File: src/rtl/s27_bank.sv
// Bank of independent s27 sequential cores with saturating per-channel hit counters and a registered any-hit flag.
// Optional scan chain through all state flops when S27_BANK_SCAN_CHAIN_EN is defined.
module s27_bank #(
  parameter int CHANNELS = 4,
  parameter int CNT_W    = 8
) (
  input  logic                      clock,
  input  logic                      reset,
  input  logic                      en,
  input  logic                      cnt_clr,
  input  logic [CHANNELS-1:0]       g0,
  input  logic [CHANNELS-1:0]       g1,
  input  logic [CHANNELS-1:0]       g2,
  input  logic [CHANNELS-1:0]       g3,
  output logic [CHANNELS-1:0]       g17,
  output logic [CHANNELS*CNT_W-1:0] hit_cnt,
  output logic                      any_hit
`ifdef S27_BANK_SCAN_CHAIN_EN
  ,
  input  logic                      scan_en,
  input  logic                      scan_in,
  output logic                      scan_out
`endif
);

  logic                shift;
  logic [CHANNELS-1:0] s7_vec;
  logic [CHANNELS-1:0] hit;
  logic                any_hit_q;
  logic                any_hit_d;

`ifdef S27_BANK_SCAN_CHAIN_EN
  assign shift    = scan_en;
  assign scan_out = s7_vec[CHANNELS-1];
`else
  assign shift    = 1'b0;
`endif

  genvar gi;
  generate
    for (gi = 0; gi < CHANNELS; gi++) begin : g_ch
      logic             s5_q, s6_q, s7_q;
      logic             s5_d, s6_d, s7_d;
      logic             n1, n3, n16;
      logic             chain_bit;
      logic [CNT_W-1:0] cnt_q, cnt_d;

      // Serial input of this channel's segment of the scan chain.
`ifdef S27_BANK_SCAN_CHAIN_EN
      if (gi == 0) begin : g_head
        assign chain_bit = scan_in;
      end else begin : g_link
        assign chain_bit = s7_vec[gi-1];
      end
`else
      assign chain_bit = 1'b0;
`endif

      assign n1      = g1[gi] | s7_q;
      assign n3      = (s6_q & ~g0[gi]) | (~n1 & g3[gi]);
      assign n16     = n3 & ~s5_q;
      assign g17[gi] = ~n16;
      assign hit[gi] = en & n16 & ~shift;
      assign s7_vec[gi] = s7_q;

      always_comb begin
        s5_d = s5_q;
        s6_d = s6_q;
        s7_d = s7_q;
        if (shift) begin
          s5_d = chain_bit;
          s6_d = s5_q;
          s7_d = s6_q;
        end else if (en) begin
          s5_d = g0[gi] & ~n16;
          s6_d = n16;
          s7_d = n1 & ~g2[gi];
        end
      end

      // Clear beats a simultaneous hit; all-ones holds instead of wrapping.
      always_comb begin
        cnt_d = cnt_q;
        if (cnt_clr) begin
          cnt_d = '0;
        end else if (hit[gi] && (cnt_q != {CNT_W{1'b1}})) begin
          cnt_d = cnt_q + CNT_W'(1);
        end
      end

      always_ff @(posedge clock) begin
        if (reset) begin
          s5_q  <= 1'b0;
          s6_q  <= 1'b0;
          s7_q  <= 1'b0;
          cnt_q <= '0;
        end else begin
          s5_q  <= s5_d;
          s6_q  <= s6_d;
          s7_q  <= s7_d;
          cnt_q <= cnt_d;
        end
      end

      assign hit_cnt[gi*CNT_W +: CNT_W] = cnt_q;
    end
  endgenerate

  assign any_hit_d = |hit;

  always_ff @(posedge clock) begin
    if (reset) begin
      any_hit_q <= 1'b0;
    end else begin
      any_hit_q <= any_hit_d;
    end
  end

  assign any_hit = any_hit_q;

endmodule
File: config.mk
export PLATFORM = sky130hd
export DESIGN_NAME = s27_bank
export DESIGN_NICKNAME = d
export VERILOG_FILES = /design/src/rtl/s27_bank.sv
export SDC_FILE = /design/constraint.sdc
export NUM_CORES = 1
export LEC_CHECK = 0
export BUFFER_PORTS_ARGS = -buffer_cell sky130_fd_sc_hd__buf_2
export CORE_MARGIN = 4
export CORE_UTILIZATION = 54
export DETAILED_ROUTE_END_ITERATION = 10
export HOLD_SLACK_MARGIN = 0.06
export PLACE_DENSITY = 0.81
export SKIP_LAST_GASP = 1
export SLEW_MARGIN = 20
export SYNTH_ARGS = -nofsm -noshare
export SYNTH_HDL_FRONTEND = slang
export SYNTH_SLANG_ARGS = --single-unit
export TNS_END_PERCENT = 30
File: constraint.sdc
create_clock -name clock -period 2.4 [get_ports clock]
set_input_delay 0.36 -clock clock [delete_from_list [all_inputs] [get_ports clock]]
set_output_delay 0.36 -clock clock [all_outputs]
set_load 0.01 [all_outputs]
==> metrics.sh <==
FLOORPLAN.INITIALDENSITY=0.5587
YOSYS_MOST_USED_DFF='sky130_fd_sc_hd__dfxtp_1'
ROUTE.FINAL.WIRE_LENGTH_MM=4.968
SYNTH.YOSYS.WARNINGS=0
CRITICAL_SETUP_PATH_CLASS='register to register'
SYNTH_ENABLE_FLOP_CELLS=0
HTREE_NUM_LEVELS=2
FINALCRITICALPERIOD_PS=1864
N_ANTENNA_CELL=0
DIE_X_UM=72.56
ROUTED_VIA_DENSITY=5.821
FMAX_MHz=536.4
VDD.IR_DROP.WORST_uV=317.9
CLOCK_SINKS=45
CELLLEAKAGEPOWER_nW=1.074
CRITICAL_PATH.MAX_STAGE_DELAY_PS=600
POST-ROUTE-WORST-SETUP-SLACK_PS=535.7
CLOCK-ROOT-BUFFER='sky130_fd_sc_hd__clkbuf_8'
TIGHTESTPINTRANSITION_PS=936.7
PATH_CLK_SLEW_PS=80
PRE_CTS_WS_PS=412.0
TRITONCTS='built'
PLACE.DETAILED.HPWL_MM=3.550
ROUTED-VIA-COUNT=2119
FINALSETUPVIOLATIONS=0
POSTCTSSETUPREPAIRBUFS=0
CRITPATHTOPFAMILY='simple AND/OR/NAND/NOR gates'
SYNTH_FP_NETS=284
WORST_CLOCK_SKEW_PS=11.19
POWER.DENSITY_CELL_AREA_nW_PER_UM2=540.5
FINALINSTANCEAREA_UM2=2663
PORT-BUFFER-COUNT=56
DIE_Y_UM=72.56
AVGSYNTHCELLAREA_UM2=8.657
FINALSETUPTNS_PS=0
FRACTION_OF_POWER_CONSUMED_BY_SEQUENTIAL_LOGIC=0.535
POSTSYNTHCELLCOUNT=260
NUMBER_OF_GLOBAL_ROUTE_VIAS_BEFORE_REPAIR=1968
FLOORPLAN.CORE_AREA_UM2=4029
SETUP.REG_TO_REG.WORST_SLACK_PS=540
CRIT_BUF_INV=0
POST_SYNTH_INSTANCE_AREA_UM2=2251
WORST_EP_ARRIVAL_TIME_PS=2080
TIMING.FINAL.HOLD_VIOLATIONS=0
COMBINATIONALPOWERSHARE=0.081
WORST-ENDPOINT-REQUIRED_PS=2620
CRITPATHMAXFANOUT=17
FIRST_PASS_ITERS=4
GRT_SETUP_UNREPAIRED='no'
WORSTPATHCELLLIST='nor3b_1, o21ai_1, or4_1, a21oi_1'
INITIAL_ANTENNA_VIOLATION_COUNT=0
SYNTH_ASYNC_SR_FLOP_SHARE=0
FIRST_ITER_VIOLATIONS=139
WORST_SETUP_PATH_END_KIND='register'
MAXCAPVIOLCOUNT=0
CPMAXSTAGEDELAYCELL='sky130_fd_sc_hd__or4_1'
WORST_SETUP_SP_TYPE='register'
GLOBAL_ROUTE_WIRE_LENGTH_BEFORE_REPAIR_MM=8.390
AREA_GROWTH_PCT=18.29
CTS_MAX_PATH_BUFFERS=2
SYNTH.YOSYS.SEQ_AREA_SHARE=0.4002
GRT_UTIL_ALL_LAYERS=0.1992
OVERFLOW=0
YS_FF_LATCH=45
GRT_MAX_DEGREE=18
HP-CLASS='input pin to register'
FINALCRITPERIODSHARE=0.7768
NETSWITCHINGPOWER_uW=328.2
POWER_REPORT.INTERNAL_TOTAL_mW=1.111
PLACEMENTROWS=23
WORST_SKEW_PAIR.LATE_LATENCY_PS=300
DIE-AREA_UM2=5265
OUTCOME='finished, final reports clean'
GPL.FINAL_WEIGHTED_CONGESTION=0.7834
POSTCTSHOLDBUFS=0
ANTENNA_VIOLATING_NETS_POST_ROUTE=0
PLACED_CELL_AREA_UM2=2559
CLOCK_POWER_SHARE=0.383
MAXSLEWVIOLCOUNT=0
POST_CTS_RESIZED=0
FINALNETCOUNT=338
DRT_DRC_VIOLATIONS_LEFT=0
ROUTED_WIRE_LENGTH_PER_INSTANCE_UM=13.65
MAXSLEWHEADROOM=0.3713
IO_PINS=57
NUMBER_OF_BUFFERS_ADDED_BY_THE_CLOCK_TREE_SYNTHESIS_STEP=5
DRIVE_GT1_FRAC=0.2452
YOSYS.CELL_TYPES.COUNT=41
SWSHARE=0.2281
==> path summary, 6_finish.rpt <==
kind / endpoint / start / cells past startpoint
max reg2reg: g_ch[3].cnt_q[5] / g_ch[3].s7_q / 4
min reg2reg: g_ch[0].s6_q / g_ch[0].s6_q / 2
min: g_ch[3].s7_q / g2[3] / 2
max: g_ch[3].cnt_q[5] / g_ch[3].s7_q / 4
==> placed cells by master (no fill, tap or decap), types with 7 or more instances in the layout <==
cell type / count
sky130_fd_sc_hd__o31ai_1: 12
sky130_fd_sc_hd__nor2b_1: 7
sky130_fd_sc_hd__or4_1: 16
sky130_fd_sc_hd__nand4_1: 8
sky130_fd_sc_hd__a21oi_1: 28
sky130_fd_sc_hd__and3_1: 7
sky130_fd_sc_hd__buf_2: 56
sky130_fd_sc_hd__nand2_1: 10
sky130_fd_sc_hd__o21ai_0: 9
sky130_fd_sc_hd__inv_1: 11
sky130_fd_sc_hd__nor2_1: 9
sky130_fd_sc_hd__nand3_1: 17
sky130_fd_sc_hd__dfxtp_1: 45
==> cell type report <==
type                            instances  area [um^2]
Clock inverter                          2        35.03
Fill cell                             352         1366
Timing Repair Buffer                   59        302.8
Multi-Input combinational cell        192         1251
Clock buffer                            5        68.82
Tap cell                               50        62.56
Inverter                               11        41.29
Sequential cell                        45        900.9
==> per-layer routing <==
metal | vias to the layer above | GRT usage | wire length (um)
met5 | - | 0 | 0
met4 | 0 | 0.07172 | 82
met3 | 8 | 0.06371 | 278
met2 | 45 | 0.3417 | 2344
met1 | 968 | 0.2315 | 2263
li1 | 1098 | - | -
==> power groups by stage <==
stage	combinational (mW)	clock, mW	sequential [mW]
finish	0.117	0.552	0.770
global route	0.131	0.588	0.772
CTS	0.118	0.564	0.770
detailed placement	0.117	0	0.787
global placement	0.115	0	0.787
floorplan	0.0756	0	0.787
==> metrics by stage <==
| stage | total power [mW] | instances | hold WS [ps] | util |
|---|---|---|---|---|
| global placement | 0.9018 | 357 | 459.2 | 0.6351 |
| global route | 1.491 | 364 | 240.6 | 0.6609 |
| CTS | 1.452 | 364 | 228.9 | 0.6609 |
| floorplan | 0.8625 | 260 | 438.5 | - |
| finish | 1.439 | 364 | 233.4 | 0.6609 |
| detailed placement | 0.9049 | 357 | 470.7 | 0.6351 |
==> registers in the layout, indices dropped and copies added, names as in the netlist <==
register / flops
g_ch.s7_q: 4
g_ch.cnt_q: 32
g_ch.s5_q: 4
g_ch.s6_q: 4
any_hit: 1
==> cell usage after synthesis (2+ instances only) <==
cell | count | share of area
sky130_fd_sc_hd__clkbuf_1 | 8 | 0.013
sky130_fd_sc_hd__o31a_1 | 2 | 0.0078
sky130_fd_sc_hd__o21ai_1 | 2 | 0.0044
sky130_fd_sc_hd__nor4_1 | 4 | 0.011
sky130_fd_sc_hd__inv_1 | 11 | 0.018
sky130_fd_sc_hd__o211ai_1 | 2 | 0.0067
sky130_fd_sc_hd__a21oi_1 | 28 | 0.062
sky130_fd_sc_hd__nand4_1 | 8 | 0.022
sky130_fd_sc_hd__o311ai_0 | 3 | 0.012
sky130_fd_sc_hd__o41ai_1 | 2 | 0.0078
sky130_fd_sc_hd__mux2i_1 | 5 | 0.022
sky130_fd_sc_hd__nand2b_1 | 6 | 0.017
sky130_fd_sc_hd__nor2b_1 | 7 | 0.019
sky130_fd_sc_hd__o21ai_2 | 2 | 0.0078
sky130_fd_sc_hd__nor3b_2 | 3 | 0.017
sky130_fd_sc_hd__o21ai_0 | 9 | 0.020
sky130_fd_sc_hd__o31ai_1 | 12 | 0.040
sky130_fd_sc_hd__o21a_1 | 5 | 0.017
sky130_fd_sc_hd__nor3_1 | 4 | 0.0089
sky130_fd_sc_hd__nand2_1 | 10 | 0.017
sky130_fd_sc_hd__nand3_1 | 17 | 0.038
sky130_fd_sc_hd__or3_1 | 4 | 0.011
sky130_fd_sc_hd__o211a_1 | 2 | 0.0089
sky130_fd_sc_hd__o21bai_1 | 3 | 0.010
sky130_fd_sc_hd__a211oi_1 | 5 | 0.017
sky130_fd_sc_hd__or4_1 | 16 | 0.053
sky130_fd_sc_hd__and3_1 | 7 | 0.019
sky130_fd_sc_hd__dfxtp_1 | 45 | 0.40
sky130_fd_sc_hd__nor2_1 | 9 | 0.015
sky130_fd_sc_hd__or2_2 | 5 | 0.014
sky130_fd_sc_hd__ha_1 | 4 | 0.022
==> worst register-to-register path: stages (launching register included) <==
cell,delay (ps)
sky130_fd_sc_hd__dfxtp_1,320
sky130_fd_sc_hd__nor3b_1,310
sky130_fd_sc_hd__o21ai_1,360
sky130_fd_sc_hd__or4_1,610
sky130_fd_sc_hd__a21oi_1,190
==> kinds of logic after synthesis <==
kind of cell | synth area share
AOI/OAI and AO/OA | 0.2285
adders and majority gates | 0.02224
buffers and inverters | 0.04391
DFF | 0.4002
muxes | 0.02224
and+or+nand+nor | 0.2829
Power figures use the tool's default switching activity.
